`src/rtl/rtc_bus_engine.sv`:
```
// Burst engine for a multiplexed-bus RTC: address phase, data phase and gap per access.
// Optional RTC_CMD_TRAILER_EN appends a cmd_code write to 8'hF0 after each write burst.
module rtc_bus_engine #(
  parameter int                 DATA_W   = 8,
  parameter int                 NUM_REGS = 9,
  parameter int                 IDX_W    = 4,
  parameter logic [DATA_W-1:0]  ADDR_OFS = 8'h21,
  parameter int                 T_SU     = 2,
  parameter int                 T_PW     = 4,
  parameter int                 T_HD     = 2
) (
  input  logic              clk,
  input  logic              rst_n,
  input  logic              start,
  input  logic              rw,
  input  logic [IDX_W-1:0]  base_idx,
  input  logic [IDX_W:0]    count,
  input  logic [DATA_W-1:0] cmd_code,
  output logic [IDX_W-1:0]  wr_idx,
  input  logic [DATA_W-1:0] wr_data,
  output logic [DATA_W-1:0] rd_data,
  output logic [IDX_W-1:0]  rd_idx,
  output logic              rd_valid,
  output logic              busy,
  output logic              done,
  output logic              AD,
  output logic              CS,
  output logic              RD,
  output logic              WR,
  output logic [DATA_W-1:0] bus_out,
  output logic              bus_oe,
  input  logic [DATA_W-1:0] bus_in
);

  typedef enum logic [3:0] {
    IDLE, A_SU, A_PW, A_HD, D_SU, D_PW, D_HD, GAP, DONE
  } state_t;

  localparam logic [7:0]      SU_LAST  = 8'(T_SU - 1);
  localparam logic [7:0]      PW_LAST  = 8'(T_PW - 1);
  localparam logic [7:0]      HD_LAST  = 8'(T_HD - 1);
  localparam logic [IDX_W:0]  MAX_CNT  = (IDX_W+1)'(NUM_REGS);
  localparam logic [IDX_W-1:0] LAST_IDX = IDX_W'(NUM_REGS - 1);
  localparam logic [DATA_W-1:0] TRAIL_ADDR = DATA_W'(8'hF0);

  state_t              state, state_nxt;
  logic [7:0]          cnt;
  logic                last;
  logic [IDX_W-1:0]    idx, idx_inc;
  logic [IDX_W:0]      remain;
  logic                rw_q;
  logic                trail_q;
  logic                trail_start;
  logic [DATA_W-1:0]   cmd_q;
  logic [DATA_W-1:0]   wdata_q;

  assign idx_inc = (idx >= LAST_IDX) ? '0 : idx + 1'b1;

  // Phase-end detection and next-state selection
  always_comb begin
    last        = 1'b1;
    state_nxt   = state;
    trail_start = 1'b0;
`ifdef RTC_CMD_TRAILER_EN
    trail_start = (state == GAP) && rw_q && !trail_q && (remain <= (IDX_W+1)'(1));
`endif
    case (state)
      A_SU, D_SU: last = (cnt == SU_LAST);
      A_PW, D_PW: last = (cnt == PW_LAST);
      A_HD, D_HD: last = (cnt == HD_LAST);
      default:    last = 1'b1;
    endcase
    case (state)
      IDLE: if (start) state_nxt = (count == '0) ? DONE : A_SU;
      A_SU: if (last) state_nxt = A_PW;
      A_PW: if (last) state_nxt = A_HD;
      A_HD: if (last) state_nxt = D_SU;
      D_SU: if (last) state_nxt = D_PW;
      D_PW: if (last) state_nxt = D_HD;
      D_HD: if (last) state_nxt = GAP;
      GAP: begin
        if (trail_q)                                    state_nxt = DONE;
        else if (remain > (IDX_W+1)'(1) || trail_start) state_nxt = A_SU;
        else                                            state_nxt = DONE;
      end
      DONE:    state_nxt = IDLE;
      default: state_nxt = IDLE;
    endcase
  end

  always_ff @(posedge clk or negedge rst_n) begin
    if (!rst_n) begin
      state    <= IDLE;
      cnt      <= '0;
      idx      <= '0;
      remain   <= '0;
      rw_q     <= 1'b0;
      trail_q  <= 1'b0;
      cmd_q    <= '0;
      wdata_q  <= '0;
      wr_idx   <= '0;
      rd_data  <= '0;
      rd_idx   <= '0;
      rd_valid <= 1'b0;
    end else begin
      state    <= state_nxt;
      rd_valid <= 1'b0;
      if (state_nxt != state) cnt <= '0;
      else if (busy)          cnt <= cnt + 8'd1;
      case (state)
        IDLE: if (start) begin
          rw_q    <= rw;
          cmd_q   <= cmd_code;
          idx     <= base_idx;
          wr_idx  <= base_idx;
          trail_q <= 1'b0;
          remain  <= (count > MAX_CNT) ? MAX_CNT : count;
        end
        A_HD: if (last && rw_q && !trail_q) wdata_q <= wr_data;
        D_PW: if (last && !rw_q) begin
          rd_data  <= bus_in;
          rd_idx   <= idx;
          rd_valid <= 1'b1;
        end
        GAP: if (!trail_q) begin
          // The trailer keeps wr_idx on the last real slot
          idx    <= idx_inc;
          remain <= remain - 1'b1;
          if (trail_start)                   trail_q <= 1'b1;
          else if (remain > (IDX_W+1)'(1))   wr_idx  <= idx_inc;
        end
        default: ;
      endcase
    end
  end

  assign busy = (state != IDLE) && (state != DONE);
  assign done = (state == DONE);

  // Bus pins are decoded straight from state so reset releases them immediately
  always_comb begin
    CS      = 1'b1;
    AD      = 1'b1;
    RD      = 1'b1;
    WR      = 1'b1;
    bus_oe  = 1'b0;
    bus_out = '0;
    case (state)
      A_SU, A_PW, A_HD: begin
        CS      = 1'b0;
        AD      = 1'b0;
        bus_oe  = 1'b1;
        bus_out = trail_q ? TRAIL_ADDR : ADDR_OFS + DATA_W'(idx);
        WR      = (state != A_PW);
      end
      D_SU, D_PW, D_HD: begin
        CS = 1'b0;
        AD = 1'b1;
        if (rw_q) begin
          bus_oe  = 1'b1;
          bus_out = trail_q ? cmd_q : wdata_q;
          WR      = (state != D_PW);
        end else begin
          RD = (state != D_PW);
        end
      end
      default: ;
    endcase
  end

endmodule

```
`config.mk`:
```
export PLATFORM = sky130hd
export DESIGN_NAME = rtc_bus_engine
export DESIGN_NICKNAME = d
export VERILOG_FILES = /design/src/rtl/rtc_bus_engine.sv
export SDC_FILE = /design/constraint.sdc
export NUM_CORES = 1
export LEC_CHECK = 0
export BUFFER_PORTS_ARGS = -buffer_cell sky130_fd_sc_hd__buf_2
export CORE_UTILIZATION = 43
export CTS_BUF_LIST = sky130_fd_sc_hd__clkbuf_4 sky130_fd_sc_hd__clkbuf_8
export DETAILED_ROUTE_END_ITERATION = 8
export PLACE_DENSITY = 0.79
export SKIP_LAST_GASP = 1
export SYNTH_ARGS = -nofsm -noshare
export SYNTH_HDL_FRONTEND = slang
export SYNTH_SLANG_ARGS = --single-unit
```
`constraint.sdc`:
```
create_clock -name clk -period 1.9 [get_ports clk]
set_input_delay 0.285 -clock clk [delete_from_list [all_inputs] [get_ports clk]]
set_output_delay 0.285 -clock clk [all_outputs]
set_load 0.03 [all_outputs]
```
==> impl_metrics.csv <==
group,metric,value,unit
clock_tree,clkSinkCount,47,
clock_tree,tritoncts,"yes",
critical_path,worstReg2RegEnd,"wdata_q[0]",
power,p_sw,2.60,mW
cells_and_area,fin_nets,390,
power,power.leakage,1.74,nW
synthesis,synth_area_leaders,"dfrtp_1 46%, mux2_2 5.8%, mux2_4 5.3%",
critical_path,end_kind,"output pin",
route,wl,6310,µm
min_path,whs_path_depth,3,
die,row_count,27,
die,fp.dieH,78.8,µm
sta,max_freq,0.511,GHz
die,dieArea,6200,µm²
cells_and_area,drive_gt1_frac,0.490,
power,power,5.80,mW
route,vias,2237,
die,fp.dieW,78.8,µm
power,vdd_drop_max,1.04,mV
critical_path,crit_path_start_kind,"flop",
cells_and_area,final_cell_mix,"47 x buf_2, 43 x dfrtp_1, 33 x buf_4",
sta,hold_ws,0.193,ns
cells_and_area,fin_area,3610,µm²
die,io_pins,69,
clock_tree,clock_path_buffers,2,
synthesis,yosys.cell_types.count,45,
place,port_buffers,60,
route,ant_nets,0,
route,first_iter_violations,109,
sta,worst_slew_pin_slew,0.566,ns
sta,skew,0.00829,ns
synthesis,yosysTopAreaCell,"dfrtp_1",
place,gp_congestion,0.810,
synthesis,yosys_register_bits,47,
synthesis,mappedNetlistArea,2530,µm²
global_routing,first_global_vias,2232,
critical_path,rr_startpoint,"state[0]",
power,power_density,1610,nW/µm²
place,postPlaceCellArea,3100,µm²
sta,relSlewSlack,0.623,
synthesis,synth_edf_count,0,
sta,setup_slack,-0.0582,ns
global_routing,antenna_found_initial,0,
flow_run,cap_violations,0,
die,core-area,5610,µm²
critical_path,worstSetupPathType,"reg2out",
synthesis,async_flop_share,1.00,
synthesis,ys_seq_area_frac,0.464,
cells_and_area,final_common_cell,"buf_2",
clock_tree,numCtsBuffers,5,
synthesis,yosys_warnings,0,
critical_path,ff2ff_path_depth,6,
critical_path,worstPathArrival,1.67,ns
clock_tree,clock_latency,0.30,ns
sta,finalCritPeriodShare,1.03,
synthesis,syn-num-nets,289,
critical_path,cp_max_fo,5,
global_routing,gr-usage-all-layers,0.209,
min_path,hp-class,"in2reg",
global_routing,overflow,0,
power,swShare,0.448,
critical_path,rrSetupSlack,-0.02,ns
synthesis,synthCells,247,
synthesis,synth_top_area_share,0.464,
clock_tree,cts_root_buffer,"clkbuf_8",
route,drc_errors,0,
sta,rsz0062_at_grt,"true",
cells_and_area,antennaDiodeCount,0,
power,p_comb_frac,0.584,
die,start_util,0.452,
status,outcome,"finished, violations left",
min_path,holdPathEnd,"rw_q",
place,dpl.hpwl,4250,µm
route,via_per_inst,5.31,
route,wl_per_cell,15.0,µm
cells_and_area,area_growth,42.3,%
critical_path,cp-startpoint,"state[2]",
route,drtPass1Iterations,4,
global_routing,grt_pass1_wl,10100,µm
sta,slew_viol_final,0,
synthesis,avgSynthCellArea,10.3,µm²
power,internal_power,3.20,mW
critical_path,cp_data_required_time,1.62,ns
clock_tree,htreeDepth,2,
power,p_seq_frac,0.311,
synthesis,ys.flop_type,"dfrtp_1",
min_path,hold_path_startpoint,"rw",
power,pwr-share-clk,0.105,
status,violations,"negative setup slack",
sta,finalCriticalPeriod,1.96,ns
sta,setup_viol,16,
clock_tree,clkTransAtPathRegs,0.09,ns
sta,final_hold_viol_count,0,
global_routing,grt_max_degree,25,
[worst max-delay path, cell delays in order, from the launching register on]
cell	delay, ns
dfrtp_2	0.44
buf_6	0.15
nor2b_4	0.16
and3_4	0.22
buf_6	0.10
nand2_1	0.04
o21ai_1	0.08
buf_4	0.18
[layout make-up]
cell class	count	area [µm²]
clock inverter	2	12.5
fill	462	2000
multi-input combinational	180	1440
sequential	47	1180
tap	72	90.1
inverter	10	41.3
clock buffer	6	76.3
timing repair buffer	104	767
[layer usage]
layer / track usage / part of all wire / wire [µm]
met4: 0.0722 / 0.016 / 100
met2: 0.377 / 0.52 / 3300
met1: 0.247 / 0.42 / 2650
met3: 0.0379 / 0.040 / 252
met5: 0 / 0 / 0
[power by group through the flow]
stage	Sequential (mW)	Clock (mW)	Combinational (mW)
floorplan	1.97	0	1.70
global placement	1.74	0	2.71
detailed placement	1.77	0	2.77
CTS	1.76	0.630	3.13
global route	1.86	0.672	3.62
finish	1.80	0.610	3.39
[cells in the mapped netlist, types with 2 or more instances]
library cell / count
mux2_4: 9
nor2_1: 13
o41ai_1: 2
nor3_1: 9
or3_1: 8
nand3_1: 7
clkbuf_1: 6
a21o_1: 3
and2_1: 3
xnor2_1: 6
and3_1: 5
nand2_1: 25
a21oi_1: 10
buf_2: 3
nand2b_1: 4
inv_1: 10
o21a_1: 3
nand4_1: 3
ha_1: 5
mux2i_1: 4
dfrtp_1: 47
o21ai_0: 15
or2_2: 3
nor3b_1: 2
nor4_1: 6
mux2_2: 13
xor2_1: 5
[kinds of logic after synthesis]
family,count (synthesis),share of synthesized area
AND/OR/NAND/NOR,92,0.190
multiplexers,26,0.127
AO/OA/AOI/OAI,45,0.120
adder cells (fa/ha/maj),5,0.0247
buffers and inverters,21,0.0360
flip-flops,47,0.464
XOR/XNOR,11,0.0380
[how the worst max path moves through the flow]
| stage | to | slack, ns |
|---|---|---|
| 2_1_floorplan | bus_out[2] | -0.06 |
| 3_3_place_gp | rd_data[7] | -0.04 |
| 5_1_grt | bus_out[4] | -0.13 |
| 6_report | bus_out[1] | -0.06 |
| 3_5_place_dp | rd_data[2] | -0.08 |
| 4_1_cts | bus_out[3] | -0.08 |
[state kept, by name, summed over array words and instances, names as in the netlist]
register  count
rd_data       8
cnt           8
idx           4
wr_idx        4
rd_idx        4
rd_valid      1
wdata_q       8
rw_q          1
state         4
remain        5
[per-stage QoR]
stage	cells	setup TNS [ns]	setup WS [ns]	utilization
floorplan	247	-0.811	-0.0649	-
global placement	396	-0.444	-0.0436	0.553
detailed placement	396	-1.12	-0.0775	0.553
CTS	416	-0.404	-0.0755	0.609
global route	421	-2.25	-0.126	0.643
finish	421	-0.486	-0.0582	0.643
[timing repair]
action                                  4_1_cts  5_1_grt
hold buffers                                  1        0
gates cloned                                  1        0
gates resized for setup                      37       39
setup buffers                                10        6
pin swaps                                     5       13
endpoints found under the setup margin       35       45
endpoints found under the hold margin        23        0
Power figures use the tool's default switching activity.
